[config.mk]
export PLATFORM = sky130hd
export DESIGN_NAME = secded_stream_decoder
export DESIGN_NICKNAME = d
export VERILOG_FILES = /design/src/rtl/secded_pkg.sv /design/src/rtl/secded_syndrome.sv /design/src/rtl/secded_stream_decoder.sv
export SDC_FILE = /design/constraint.sdc
export NUM_CORES = 1
export LEC_CHECK = 0
export BUFFER_PORTS_ARGS = -buffer_cell sky130_fd_sc_hd__buf_2
export CAP_MARGIN = 20
export CORE_MARGIN = 3
export CORE_UTILIZATION = 47
export CTS_CLUSTER_DIAMETER = 80
export CTS_CLUSTER_SIZE = 10
export DETAILED_ROUTE_END_ITERATION = 12
export PLACE_DENSITY = 0.72
export SLEW_MARGIN = 0
export SYNTH_ARGS = -nofsm -noshare
export SYNTH_HDL_FRONTEND = slang
export SYNTH_SLANG_ARGS = --single-unit
[constraint.sdc]
create_clock -name clk -period 3.06 [get_ports clk]
set_input_delay 0.459 -clock clk [delete_from_list [all_inputs] [get_ports clk]]
set_output_delay 0.459 -clock clk [all_outputs]
set_load 0.05 [all_outputs]
[src/rtl/secded_pkg.sv]
// secded_pkg
// Shared definitions for the SECDED stream decoder:
//   calc_r       - number of Hamming check bits for a given data width
//   is_pow2      - true for check-bit positions (1, 2, 4, ...)
//   data_to_pos  - codeword position that carries data bit idx
//   pos_to_data  - data bit index carried by a (non power-of-two) position
//   err_class_e  - classification of a received codeword
package secded_pkg;

  typedef enum logic [1:0] {
    ERR_NONE,
    ERR_SINGLE,
    ERR_DOUBLE,
    ERR_UNCORR
  } err_class_e;

  function automatic int calc_r(input int data_w);
    int r;
    r = 1;
    while ((1 << r) < data_w + r + 1) r++;
    return r;
  endfunction

  function automatic bit is_pow2(input int p);
    return (p > 0) && ((p & (p - 1)) == 0);
  endfunction

  // Data bits fill the non power-of-two positions in ascending order,
  // data LSB first. The bound of 128 covers the largest legal codeword.
  function automatic int data_to_pos(input int idx);
    int cnt;
    int pos;
    cnt = 0;
    pos = 0;
    for (int p = 1; p < 128; p++) begin
      if (!is_pow2(p)) begin
        if (cnt == idx && pos == 0) pos = p;
        cnt++;
      end
    end
    return pos;
  endfunction

  function automatic int pos_to_data(input int pos);
    int cnt;
    cnt = 0;
    for (int q = 1; q < 128; q++) begin
      if (q < pos && !is_pow2(q)) cnt++;
    end
    return cnt;
  endfunction

endpackage

[src/rtl/secded_syndrome.sv]
// secded_syndrome
// Combinational syndrome generator.
//   code : received codeword (bit 0 = overall parity, 1.. = Hamming positions)
//   syn  : XOR of the indices of every position holding a 1
//   ov   : XOR of all codeword bits (overall parity check)
module secded_syndrome
  import secded_pkg::*;
#(
  parameter  int DATA_W = 26,
  localparam int R      = calc_r(DATA_W),
  localparam int CODE_W = DATA_W + R + 1
) (
  input  logic [CODE_W-1:0] code,
  output logic [R-1:0]      syn,
  output logic              ov
);

  always_comb begin
    syn = '0;
    for (int p = 1; p < CODE_W; p++) begin
      if (code[p]) syn = syn ^ R'(p);
    end
  end

  assign ov = ^code;

endmodule

[src/rtl/secded_stream_decoder.sv]
// secded_stream_decoder
// Two-stage valid/ready SECDED decoder with error counters and a sticky
// double-error interrupt.
//   clk, rst                 : clock (rising edge), async active-high reset
//   in_valid/in_ready/in_code: input stream, correct_en sampled per word
//   out_valid/out_ready      : output handshake
//   out_data, out_syndrome   : decoded data, {overall parity, syndrome}
//   out_sec/ded/corrected    : per-word error flags
//   cnt_clear, sec/ded_count : saturating error counters, sync clear
//   ded_irq, irq_clear       : sticky double-error flag
module secded_stream_decoder
  import secded_pkg::*;
#(
  parameter  int DATA_W = 26,
  parameter  int CNT_W  = 16,
  localparam int R      = calc_r(DATA_W),
  localparam int CODE_W = DATA_W + R + 1
) (
  input  logic              clk,
  input  logic              rst,
  input  logic              in_valid,
  output logic              in_ready,
  input  logic [CODE_W-1:0] in_code,
  input  logic              correct_en,
  output logic              out_valid,
  input  logic              out_ready,
  output logic [DATA_W-1:0] out_data,
  output logic [R:0]        out_syndrome,
  output logic              out_sec,
  output logic              out_ded,
  output logic              out_corrected,
  input  logic              cnt_clear,
  output logic [CNT_W-1:0]  sec_count,
  output logic [CNT_W-1:0]  ded_count,
  output logic              ded_irq,
  input  logic              irq_clear
);

  logic [R-1:0]      syn;
  logic              ov;
  logic              s1_valid;
  logic [CODE_W-1:0] s1_code;
  logic [R-1:0]      s1_syn;
  logic              s1_ov;
  logic              s1_cen;
  logic              s2_load;
  logic              in_fire;
  logic              out_fire;
  err_class_e        err_class;
  logic              fix_en;
  logic [CODE_W-1:0] fixed_code;
  logic [DATA_W-1:0] data_ext;

  secded_syndrome #(.DATA_W(DATA_W)) u_syndrome (
    .code (in_code),
    .syn  (syn),
    .ov   (ov)
  );

  assign s2_load  = s1_valid && (!out_valid || out_ready);
  assign in_ready = !s1_valid || s2_load;
  assign in_fire  = in_valid && in_ready;
  assign out_fire = out_valid && out_ready;

  always_ff @(posedge clk or posedge rst) begin
    if (rst) begin
      s1_valid <= 1'b0;
    end else if (in_fire) begin
      s1_valid <= 1'b1;
    end else if (s2_load) begin
      s1_valid <= 1'b0;
    end
  end

  always_ff @(posedge clk) begin
    if (in_fire) begin
      s1_code <= in_code;
      s1_syn  <= syn;
      s1_ov   <= ov;
      s1_cen  <= correct_en;
    end
  end

  // With odd overall parity the syndrome names the flipped position; a
  // syndrome beyond the last position cannot be a single error.
  always_comb begin
    err_class = ERR_NONE;
    if (s1_ov) begin
      if (int'(s1_syn) <= CODE_W - 1) err_class = ERR_SINGLE;
      else                            err_class = ERR_UNCORR;
    end else if (s1_syn != '0) begin
      err_class = ERR_DOUBLE;
    end
    fix_en     = (err_class == ERR_SINGLE) && s1_cen;
    fixed_code = s1_code;
    if (fix_en) fixed_code = s1_code ^ (CODE_W'(1) << s1_syn);
  end

  for (genvar i = 0; i < DATA_W; i++) begin : g_extract
    localparam int POS = data_to_pos(i);
    assign data_ext[i] = fixed_code[POS];
  end

  always_ff @(posedge clk or posedge rst) begin
    if (rst) begin
      out_valid     <= 1'b0;
      out_sec       <= 1'b0;
      out_ded       <= 1'b0;
      out_corrected <= 1'b0;
    end else if (s2_load) begin
      out_valid     <= 1'b1;
      out_sec       <= (err_class == ERR_SINGLE);
      out_ded       <= (err_class == ERR_DOUBLE) || (err_class == ERR_UNCORR);
      out_corrected <= fix_en;
    end else if (out_ready) begin
      out_valid     <= 1'b0;
    end
  end

  always_ff @(posedge clk) begin
    if (s2_load) begin
      out_data     <= data_ext;
      out_syndrome <= {s1_ov, s1_syn};
    end
  end

  // Clear wins over a simultaneous increment; counts stick at all-ones.
  always_ff @(posedge clk or posedge rst) begin
    if (rst) begin
      sec_count <= '0;
      ded_count <= '0;
    end else if (cnt_clear) begin
      sec_count <= '0;
      ded_count <= '0;
    end else begin
      if (out_fire && out_sec && (sec_count != '1)) sec_count <= sec_count + CNT_W'(1);
      if (out_fire && out_ded && (ded_count != '1)) ded_count <= ded_count + CNT_W'(1);
    end
  end

  // A new double error wins over a simultaneous clear so none is missed.
  always_ff @(posedge clk or posedge rst) begin
    if (rst) begin
      ded_irq <= 1'b0;
    end else if (out_fire && out_ded) begin
      ded_irq <= 1'b1;
    end else if (irq_clear) begin
      ded_irq <= 1'b0;
    end
  end

endmodule

Yosys cells after proc, flatten, opt, wreduce, memory -nomap -nowiden. Index checks and enable logic that the tools add are counted.

Register bits: 109. Input bits: 39. Output and inout port bits: 70. Logic and storage cells: 117.

Reduce and logical (&&, ||, !) cells: 20. Shift operators: 1. Add/subtract/negate cells: 2. Bitwise operators: 31. Muxes and demuxes: 44. Eq/ne operators: 5.

Operators with widths (number): 5-bit 2-to-1 mux (16); 16-bit 2-to-1 mux (4); 16-bit by 1-bit adder with 16-bit output (second input constant) (2); 32-bit 2-to-1 mux (1); 4-bit 2-to-1 mux (8); 16-bit inequality test (second input constant) (2); 32-bit parity (1); 1-bit by 5-bit << shifter with 32-bit output (first input constant) (1); 32-bit XOR (1); 3-bit inverter (10); 2-bit inverter (10); 4-bit inverter (5); 3-bit 2-to-1 mux (4); 2-bit nonzero test (5); 1-bit logical AND (8); 2-bit 2-to-1 mux (4); 1-bit 2-to-1 mux (7); 5-bit inverter (1); 5-bit nonzero test (1); 2-bit == test (second input constant) (2); 1-bit inverter (first input constant) (4); 1-bit logical OR (3); 2-bit by 1-bit == test with 1-bit output (second input constant) (1); 1-bit logical NOT (2).

Longest topological paths before layout.
Depth in word-level cells: 57. Gate-level depth with buffers: 7. Gate-level depth less buffers: 6.

Hierarchy. A second synthesis with hierarchy kept.

Cells, all modules: 410. Area, all modules: 5081.1 um^2.

Modules (own cells, without submodules): secded_stream_decoder (cells an instance 355, seq. area each 2902.8 um^2, instances 1, area each 4558.1 um^2); secded_syndrome (cells an instance 55, seq. area each 0.0 um^2, instances 1, area each 523.0 um^2).

Worst setup path before layout. No wires, ideal clock.

Kind: flip-flop to flip-flop. From: register out_valid. To: register s1_cen, enable pin. Period minus slack after synthesis: 2.424 ns. Data required time: 2.667 ns. Arrival time: 2.031 ns. Buffers on the path: 0. Setup time: 0.393 ns. Slack: 0.636 ns. Cell stages (with the launch flop): 3. Path through: dfrtp_1 nand3b_1 and2_1.

Cells in the longest elaborated chain, start to end: 5.

Ends and longest elaborated chain: from (decl) (line secded_stream_decoder.sv:25) `output logic out_valid,`; from (signal assigned) (line secded_stream_decoder.sv:106) `out_valid <= 1'b0;`; from (signal assigned) (line secded_stream_decoder.sv:111) `out_valid <= 1'b1;`; from (signal assigned) (line secded_stream_decoder.sv:116) `out_valid <= 1'b0;`; 1-bit logical NOT (line secded_stream_decoder.sv:60) `assign s2_load = s1_valid && (!out_valid || out_ready);`; 1-bit logical OR (line secded_stream_decoder.sv:60); 1-bit logical AND (line secded_stream_decoder.sv:60); 1-bit logical OR (line secded_stream_decoder.sv:61) `assign in_ready = !s1_valid || s2_load;`; named net in_ready (line secded_stream_decoder.sv:22) `output logic in_ready,`; 1-bit logical AND (line secded_stream_decoder.sv:62) `assign in_fire = in_valid && in_ready;`; named net in_fire (line secded_stream_decoder.sv:47) `logic in_fire;`; to (signal assigned) (line secded_stream_decoder.sv:80) `s1_cen <= correct_en;`; to (decl) (line secded_stream_decoder.sv:45) `logic s1_cen;`.

The timed path passes the listed nets, and every way through them passes these cells. A chain may end at the register's enable or synchronous reset.

Worst setup path in the final report.
From: register ded_count[0]. To: register ded_count[5].

Cells in the longest elaborated chain, start to end: 3. Elaborated cells between the ends (all ways): 6. Classes of those cells: add/sub (1); eq/ne (1); mux (2); reduce/logical (2).

Ends and longest elaborated chain: from (decl) (line secded_stream_decoder.sv:34) `output logic [CNT_W-1:0] ded_count,`; from (signal assigned) (line secded_stream_decoder.sv:137) `if (out_fire && out_ded && (ded_count != '1)) ded_count <= ded_count + CNT_W'(1);`; 16-bit by 1-bit adder with 16-bit output or 16-bit inequality test (tied branches) (line secded_stream_decoder.sv:137); 16-bit 2-to-1 mux or 1-bit logical AND (tied branches) (line secded_stream_decoder.sv:137); 16-bit 2-to-1 mux or 2-bit nonzero test (tied branches).

Parallel ways exist; a longest one is shown, timed or not. The select of a mux whose other input is x is not followed.

==> impl_results.md <==
- Reg2Reg Launch Point: ded_count[0]$_DFFE_PP0P_
- IO buf count: 108
- Core footprint: 9910 sq um
- DRT iter0 DRCs: 145
- CP max FO: 10
- Max Cap Violations: 0
- Worst clock skew: 0.0115 ns
- Synth area leader: edfxtp_1
- Int Pwr: 2.27 mW
- Overall power: 3.43 mW
- Syn Area/Cell: 12.4 sq um
- DP Cell Count: 632
- GPL Wtd Cong: 0.842
- CTS Buf Count: 9
- Proportion of layout cells with a drive suffix above 1: 25.2%
- Share of the synthesized area in the top cell type: 40.1%
- CP bufs+invs: 1
- Worst path slowest cell: or4_1
- YS warnings: 0
- Synthesized Nets: 433
- I/O pin count: 109
- Min-Delay Path Class: primary input to flip-flop
- # setup viols final: 0
- Register area share after synthesis: 59.7%
- Synthesized area: 4860 sq um
- Longest Clk Path Bufs: 2
- Per-cell routed wire length: 15.6 um
- Crit-path max cell delay: 0.71 ns
- Maximum number of pins on one net before global-route repair: 34
- Routed Antenna Nets: 0
- Data required time of the worst path: 3.28 ns
- Crit path DAT: 2.28 ns
- Multi-input logic area: 1920 sq um
- CTS sink cnt: 103
- Synth-to-layout area growth: 18.1%
- RSZ-0062 raised after global routing: no
- # diodes: 0
- Count of unique library cells instantiated by Yosys: 39
- Status: finished, final reports clean
- Total GRT Usage: 17.9%
- First-pass GRT wire length: 16.0 mm
- Root Buffer: clkbuf_8
- Cts repair resizes: 0
- FF+latch count, synth: 103
- Die area: 11,600 sq um
- Vias per cell: 5.15
- Initial antenna violation count: 0
- Fillers: 859
- FF+latch area: 2900 sq um
- Slew at the pin closest to its max-slew limit: 0.960 ns
- Final hold vios: 0
- CP startpoint: ded_count[0]$_DFFE_PP0P_
- Max Slew Vio Count: 0
- Slew margin rel.: 35.9%
- Post-route DRC: 0
- Clock share of power: 21.7%
- Fin nets: 551
- Worst-skew pair later-pin latency: 0.35 ns
- Critical-path cell list: ha_1, inv_1, or4_1, o2111ai_1, xor2_1, nor2_1
- Clock-pin slew on the worst setup and hold paths: 0.10 ns
- Starting Density: 49.1%
- # Post-CTS Setup Buffers: 0
- Post-synth top flop: edfxtp_1
- Fmax: 486 MHz
- CP startpoint kind: flip-flop
- Hold path start: irq_clear
- Post-synth EDFFs: 65
- Most frequent cell after synthesis: edfxtp_1
- Gate power share: 26.0%
- Lkg Pwr: 2.39 nW
- Layout Cells excl Fill: 648
- Via count of the routed design: 3,337
- Width of the die: 108 um
- Switching share of total power: 33.8%
- CTS tree: yes
- CTS Hold Bufs: 0
- Final wirelength: 10.1 mm
- Die Y: 108 um
- WS Path Type: flip-flop to flip-flop
- Row cnt: 36
- Drt first pass iters: 4
- DP HPWL: 7.71 mm
- Sw power: 1.16 mW
- Pwr/cell area: 596 nW/um^2
- Vias in the first global route: 3,243
- Post-synth top cells: edfxtp_1, xnor2_1, nor2_1
- Setup crit end kind: flip-flop
- Setup TNS: 0 ns
- Cell count after synthesis: 392
- Sequential Power Share: 52.4%
- Fin crit period: 2.06 ns
- Fin crit share: 67.3%
- Top cells by area, synth: edfxtp_1, dfrtp_1, xnor2_1, xor2_1, nor2_1
- GR Overflow Total: 0
- FFs w/ async S/R, synth: 36.9%
- Max VDD drop: 0.000315 V
- H-tree levels: 3
- Top delay family on crit path: simple AND/OR/NAND/NOR gates
==> kinds of logic (layout without fill, tap and decap cells) <==
logic type                 after synthesis  in the layout  share of synthesized area (%)
DFF                                    103            103                           59.7
adders and majority gates                2              2                          0.514
muxes                                    3              3                          0.643
buffers and inverters                   12            135                          0.952
xor gates and xnor gates               108            108                           20.5
and+or+nand+nor                        141            141                           14.6
AOI/OAI and AO/OA                       23             23                           3.16
==> power groups by stage <==
stage          registers, mW  logic, mW  clock network [mW]
2_1_floorplan           2.06      0.416                   0
3_3_place_gp            1.82      0.881                   0
3_5_place_dp            1.82      0.900                   0
4_1_cts                 1.79      0.902               0.771
5_1_grt                 1.82      0.959               0.823
6_report                1.79      0.890               0.742
==> cell type report <==
class / count / area share, %
well taps: 133 / 2.90
flip-flops and latches: 103 / 50.5
clock buffers: 10 / 2.22
repair buffers: 112 / 9.93
inverters: 7 / 0.457
multi-input cells: 277 / 33.3
clock inverters: 6 / 0.632
==> per-stage QoR <==
step / util (%) / worst slack, ns / cell area (sq um) / hold WS [ns]
after floorplan: - / 0.636 / 4860 / 0.457
after global placement: 56.3 / 0.894 / 5580 / 0.464
after detailed placement: 56.3 / 0.849 / 5580 / 0.486
after CTS: 58.0 / 1.02 / 5750 / 0.274
after global routing: 58.0 / 0.814 / 5750 / 0.275
final: 58.0 / 1.00 / 5750 / 0.288
==> layout by cell type, fill, tap and decap left out, types with 3 or more instances in the layout <==
master,instances
nand4_1,10
o2111ai_1,3
a21oi_1,3
edfxtp_1,65
buf_4,4
inv_1,7
dfrtp_1,38
xnor2_1,59
clkbuf_8,9
and2_1,3
buf_2,108
nor2_1,52
or3_1,3
nand2b_1,4
xor2_1,45
nand2_1,20
nor3b_1,5
nand3b_1,4
nand3_1,13
o211ai_1,5
and3_1,7
nor3_1,8
o21ai_0,8
and4_1,4
==> state kept, by name (all words and copies together) (netlist names) <==
register / flops
out_data: 26
s1_code: 26
ded_count: 16
sec_count: 16
out_syndrome: 6
s1_syn: 5
ded_irq: 1
out_corrected: 1
out_ded: 1
out_sec: 1
out_valid: 1
s1_cen: 1
s1_ov: 1
s1_valid: 1
==> per-layer routing <==
metal | GRT usage (%) | vias up | share of wire, %
met5 | 0 | - | 0
met4 | 5.68 | 0 | 1.7
met3 | 3.66 | 11 | 5.4
met2 | 29.1 | 101 | 49
met1 | 24.0 | 1612 | 44
li1 | - | 1613 | -
==> worst reg2reg max path, delay by kind of cell, from the launching register on <==
family,cells,cell delay (ns)
and+or+nand+nor,2,0.76
DFF,1,0.41
AOI/OAI and AO/OA,1,0.30
adders and majority gates,1,0.24
xor gates and xnor gates,1,0.18
buffers and inverters,1,0.05
==> worst paths after layout <==
kind / end / slack, ns / cells after the start
worst max-delay path: ded_count[5]$_DFFE_PP0P_ / 1.00 / 6
worst min-delay path: ded_irq$_DFFE_PP0P_ / 0.29 / 2
worst max register to register: ded_count[5]$_DFFE_PP0P_ / 1.00 / 6
worst min register to register: out_corrected$_DFFE_PP0P_ / 0.49 / 2
max in group asynchronous: ded_count[12]$_DFFE_PP0P_ / 2.08 / 3
min in group asynchronous: sec_count[12]$_DFFE_PP0P_ / 0.32 / 2
No activity file was read; power rests on OpenSTA's default activity.
